`src/rtl/mul16_pkg.sv`:
```
// Shared constants for the sequential 16x16 shift-add multiplier.
package mul16_pkg;

    localparam logic [1:0] ST_IDLE = 2'd0;
    localparam logic [1:0] ST_RUN  = 2'd1;
    localparam logic [1:0] ST_DONE = 2'd2;

    localparam logic [3:0] ITER_LAST = 4'd15;

endpackage

```
`src/rtl/mul16_seq_add16.sv`:
```
// Add16: 16-bit adder, carry-out dropped (sum is modulo 2^16).
module Add16 (
    input  logic [15:0] a,
    input  logic [15:0] b,
    output logic [15:0] out
);

    assign out = a + b;

endmodule

```
`src/rtl/mul16_seq.sv`:
```
// Sequential shift-add multiplier, low 16 bits of a*b via one shared Add16.
// Optional build macro MUL16_EARLY_EXIT_EN: finish once the remaining multiplier bits are all zero.
//
// state   | meaning
// IDLE    | waiting for start
// RUN     | one shift-add iteration per cycle
// DONE    | out just updated, done pulse; start accepted here too
module mul16_seq
    import mul16_pkg::*;
#(
    parameter int WIDTH = 16
) (
    input  logic             clock,
    input  logic             reset_n,
    input  logic             start,
    input  logic [WIDTH-1:0] a,
    input  logic [WIDTH-1:0] b,
    output logic             busy,
    output logic             done,
    output logic [WIDTH-1:0] out
);

    logic [1:0]       state;
    logic [WIDTH-1:0] mcand;
    logic [WIDTH-1:0] mplier;
    logic [WIDTH-1:0] acc;
    logic [3:0]       count;

    logic [WIDTH-1:0] sum;
    logic [WIDTH-1:0] acc_next;
    logic [WIDTH-1:0] mplier_shift;
    logic             last_iter;

    Add16 u_add16 (
        .a   (acc),
        .b   (mcand),
        .out (sum)
    );

    assign acc_next     = mplier[0] ? sum : acc;
    assign mplier_shift = mplier >> 1;

`ifdef MUL16_EARLY_EXIT_EN
    assign last_iter = (count == ITER_LAST) || (mplier_shift == '0);
`else
    assign last_iter = (count == ITER_LAST);
`endif

    assign busy = (state == ST_RUN);
    assign done = (state == ST_DONE);

    always_ff @(posedge clock or negedge reset_n) begin
        if (!reset_n) begin
            state  <= ST_IDLE;
            mcand  <= '0;
            mplier <= '0;
            acc    <= '0;
            count  <= '0;
            out    <= '0;
        end else begin
            case (state)
                ST_IDLE, ST_DONE: begin
                    if (start) begin
                        mcand  <= a;
                        mplier <= b;
                        acc    <= '0;
                        count  <= '0;
                        state  <= ST_RUN;
                    end else begin
                        state  <= ST_IDLE;
                    end
                end
                ST_RUN: begin
                    acc    <= acc_next;
                    mcand  <= mcand << 1;
                    mplier <= mplier_shift;
                    count  <= count + 4'd1;
                    // out is written only here, so it holds between completions
                    if (last_iter) begin
                        state <= ST_DONE;
                        out   <= acc_next;
                    end
                end
                default: state <= ST_IDLE;
            endcase
        end
    end

endmodule

```
`config.mk`:
```
export PLATFORM = sky130hd
export DESIGN_NAME = mul16_seq
export DESIGN_NICKNAME = d
export VERILOG_FILES = /design/src/rtl/mul16_pkg.sv /design/src/rtl/mul16_seq_add16.sv /design/src/rtl/mul16_seq.sv
export SDC_FILE = /design/constraint.sdc
export NUM_CORES = 1
export LEC_CHECK = 0
export CORE_MARGIN = 4
export CORE_UTILIZATION = 35
export DETAILED_ROUTE_END_ITERATION = 12
export DONT_BUFFER_PORTS = 1
export PLACE_DENSITY = 0.59
export SLEW_MARGIN = 5
export SYNTH_ARGS = -nofsm -noshare
export SYNTH_HDL_FRONTEND = slang
export SYNTH_SLANG_ARGS = --single-unit
```
`constraint.sdc`:
```
create_clock -name clock -period 2.9 [get_ports clock]
set_input_delay 0.58 -clock clock [delete_from_list [all_inputs] [get_ports clock]]
set_output_delay 0.58 -clock clock [all_outputs]
set_load 0.005 [all_outputs]
```
[Yosys cells after proc, flatten, opt, wreduce, memory -nomap -nowiden]
Index checks and enable logic that the tools add are counted.
Cells by class
  shift operators: 0
  $mul: 0
  mux-type cells: 12
  div/mod/pow operators: 0
  bitwise gates (word level): 0
  $add $sub $neg: 2
  equality and inequality tests: 5
  reductions and logical operators: 5
  order comparisons: 0
Operator list (number)
  case mux 16 bit (2 select lines): 3
  two-way mux 16 bit: 4
  adder 16 bit: 1
  case mux 4 bit (2 select lines): 1
  adder 4 x 1 -> 4 bit, second input constant: 1
  == test 4 bit, second input constant: 1
  two-way mux 4 bit: 1
  case mux 2 bit (2 select lines): 1
  AND reduction 2 bit: 2
  == test 2 x 1 -> 1 bit, second input constant: 1
  == test 2 bit, second input constant: 1
  logical NOT 2 bit: 1
  two-way mux 2 bit: 1
  inequality test 2 x 1 -> 1 bit, second input constant: 1
  inequality test 2 bit, second input constant: 1
  nonzero test 2 bit: 1
  OR reduction 2 bit: 1
  two-way mux 1 bit: 1
Word-level totals
  logic and storage cells: 30
  output and inout bits: 18
  input bits: 35
  flip-flop bits (word level): 70
  RAM bits: 0
  latch bits: 0
  bits in read-only memories: 0
  memories: 0

[Logic depth before layout (Yosys ltp)]
  depth after elaboration: 4
  gate-level depth with buffers: 9
  depth with buffers taken out: 9

[Modules after synthesis]
From an unflattened synthesis, not the netlist that was laid out.
Second synthesis, totals
  cells, all modules: 349
  area total of the unflattened synthesis: 3849.9 sq um
Modules (own cells, without submodules)
  mul16_seq: cells each 251, seq. area each 1751.7 sq um, instances 1, area each 3125.5 sq um
  Add16: cells each 98, seq. area each 0.0 sq um, instances 1, area each 724.4 sq um

[Worst setup path before layout]
No wires, ideal clock.
  path type: reg-to-reg
  start: register mcand[0]
  end: register out[12]
  arrival time: 2.188 ns
  buffers on the path: 0
  period minus slack after synthesis: 2.253 ns
  slack: 0.647 ns
  stages on the path, launching flop included: 10
  setup time: 0.065 ns
  data required time: 2.835 ns
  cells stage by stage: dfrtp_1 -> ha_1 -> fa_1 -> a21oi_1 -> o21ai_0 -> a21oi_1 -> o211ai_1 -> o211ai_1 -> mux2_2 -> nand2_1
On the way
  longest elaborated chain between the ends: 2
Ends and longest elaborated chain
  start: declaration: line mul16_seq.sv:24  | logic [WIDTH-1:0] mcand;
  start signal: assignment: line mul16_seq.sv:75  | mcand <= mcand << 1;
  adder 16 bit: line mul16_seq_add16.sv:8  | assign out = a + b;
  two-way mux 16 bit: line mul16_seq.sv:40  | assign acc_next = mplier[0] ? sum : acc;
  end signal: assignment: line mul16_seq.sv:81  | out <= acc_next;
  end: declaration: line mul16_seq.sv:20  | output logic [WIDTH-1:0] out
No other way between the ends.
A chain may end at the register's enable or synchronous reset.

[Worst setup path after layout]
Ends and elaborated chain as after synthesis.

==> flow_metrics.env <==
export IMPL_synth_area_leaders="dfrtp_1 (48%), nand2_1 (10%), a22oi_1 (6.2%)"
export IMPL_cts_htree_levels=3
export IMPL_ys_ff_latch=70
export IMPL_path_class="flop to flop"
export IMPL_final_nets=446
export IMPL_fmax_mhz=392.8
export IMPL_setup_slack_ps=354.3
export IMPL_avgSynthCellArea_um2=9.158
export IMPL_period_needed_ps=2546
export IMPL_synth_edff_count=0
export IMPL_cts_buffers=9
export IMPL_end_kind="flop"
export IMPL_dieArea_mm2=0.01211
export IMPL_skew_ps=9.615
export IMPL_p_per_area_mw_per_mm2=1260
export IMPL_reg2reg_from="mcand[0]"
export IMPL_postSynthCellCount=398
export IMPL_post_place_cells=515
export IMPL_synth_fp_nets=450
export IMPL_grt_overflow=0
export IMPL_area_growth_pct=10.81
export IMPL_port_buffers=0
export IMPL_dieHeight_um=110.0
export IMPL_ys_flop_type="dfrtp_1"
export IMPL_fp_coreArea_mm2=0.009955
export IMPL_cp_arrival_ps=2830
export IMPL_grt_pass1_wl_um=14460
export IMPL_antenna_found_initial=0
export IMPL_final_max_slew_viol_count=0
export IMPL_ys_async_sr_fraction_pct=100.0
export IMPL_hold_worst_slack_ps=120.1
export IMPL_synth_largest_area_cell="dfrtp_1"
export IMPL_tightest_slew_ps=780.9
export IMPL_synth_top_area_share_pct=48.06
export IMPL_post_place_ws_ps=377.7
export IMPL_start_util_pct=36.61
export IMPL_relSlewSlack_pct=47.81
export IMPL_hold_violations=0
export IMPL_yosys_cell_count_top_type="nand2_1"
export IMPL_clk_path_buf_depth=2
export IMPL_crit_fanout=4
export IMPL_status="finished, final reports clean"
export IMPL_synth_top_cells_by_count="nand2_1 (99), dfrtp_1 (70), o21ai_0 (39), a22oi_1 (30), nand3_1 (22)"
export IMPL_hpwl_um=5997
export IMPL_clk_latency_ps=350
export IMPL_drc=0
export IMPL_wirelength_um=8609
export IMPL_syn_cell_area_mm2=0.003645
export IMPL_drive_above_1_share_pct=7.789
export IMPL_tns_ps=0
export IMPL_root_buffer="clkbuf_8"
export IMPL_place_congestion=0.8214
export IMPL_cts_sinks=70
export IMPL_seq_area_frac_synth_pct=48.06
export IMPL_rsz0062_at_grt="no"
export IMPL_vias_per_cell=5.360
export IMPL_synth_cell_types=45
export IMPL_fin_cells=531
export IMPL_startpoint_type="flop"
export IMPL_rows=36
export IMPL_timing_max_cap_violations=0
export IMPL_dieWidth_um=110.0
export IMPL_grt_pass1_vias=2816
export IMPL_p_leak_uw=0.001842
export IMPL_synth_warnings=0
export IMPL_grt_max_degree=71
export IMPL_io_pins=53
export IMPL_clkSlewWorstSetupHoldPaths_ps=70
export IMPL_grt_usage_pct=15.45
export IMPL_vias=2846
export IMPL_cp_required_ps=3180
export IMPL_finalSetupViolCount=0
export IMPL_max_vdd_ir_drop_mv=0.3945
export IMPL_fin_util_pct=40.57
export IMPL_cts_tree="yes"
export IMPL_fin_crit_sh_pct=87.78
export IMPL_drt_first_pass_iters=4
export IMPL_wl_per_cell_um=16.21
export IMPL_drt_iter0_markers=121
export IMPL_ant_nets=0
export IMPL_antenna_cells=0
export IMPL_crit_start="mcand[0]"
export IMPL_hold_class="input pin to asynchronous set/reset pin"
worst max-delay path, cell delays in order (launching register included):
cell,delay [ps]
dfrtp_1,410
ha_1,230
fa_1,410
a21oi_1,190
o21ai_0,170
a21oi_1,350
o211ai_1,120
o211ai_1,170
mux2_2,370
nand2_1,60
state kept, by name, summed over array words and instances, names as in the netlist:
signal,count
state,2
mplier,16
mcand,16
acc,16
count,4
out,16
worst paths after layout:
kind                        endpoint  slack, ps  cells after the start
hold / removal                out[2]        120                      1
hold reg to reg            mplier[8]        480                      2
max in group asynchronous  mcand[12]       2500                      1
min in group clock         mcand[14]        360                      2
setup reg to reg             out[12]        350                      9
setup / recovery             out[12]        350                      9
layer usage:
layer	part of all wire [%]	GRT usage [%]	vias to the layer above
met1	45	20.18	1369
met2	46	23.83	66
met4	1.3	4.809	0
met3	7.2	5.708	10
met5	0	0	-
li1	-	-	1401
report_power, final:
part | leakage [µW] | switching (µW) | internal, µW
combinational | 0.000855 | 1400 | 928
clock | 0.000119 | 363 | 589
sequential | 0.000867 | 373 | 1440
total | 0.00184 | 2140 | 2950
area by class of cell:
| class | instances | area, µm² |
|---|---|---|
| fillers | 982 | 5916 |
| multi-input cells | 300 | 1793 |
| clock buffers | 11 | 141.4 |
| clock inverters | 4 | 95.09 |
| well taps | 133 | 166.4 |
| flip-flops and latches | 70 | 1752 |
| repair buffers | 6 | 65.06 |
| inverters | 7 | 26.28 |
stage by stage:
step	total power, µW	area (µm²)
after floorplan	3577	3645
after global placement	4070	3775
after detailed placement	4141	3775
after CTS	5142	4039
after global routing	5562	4039
final	5088	4039
logic make-up (layout without fill, tap and decap cells):
group | count (synthesis) | count (layout) | share of synthesized area [%]
simple gates | 153 | 153 | 18.44
flops | 70 | 70 | 48.06
mux | 7 | 7 | 2.025
buf+inv | 28 | 28 | 2.884
fa+ha+maj | 17 | 17 | 6.042
compound gates | 109 | 109 | 19.19
xor+xnor | 14 | 14 | 3.364
what timing repair did:
item                                   in CTS  in global routing
gates resized for setup                     0                  0
endpoints found under the hold margin      70                  0
hold buffers                                1                  0
buffers inserted                            0                  0
placed cells by master, fill, tap and decap left out, drive strengths merged, types with 8 or more instances in the layout:
cell type,instances
ha,16
o21ai,40
nor2,8
a22oi,30
clkbuf,11
nand2,100
nand3,22
a21oi,17
dfrtp,70
xnor2,8
No activity file was read; power rests on OpenSTA's default activity.
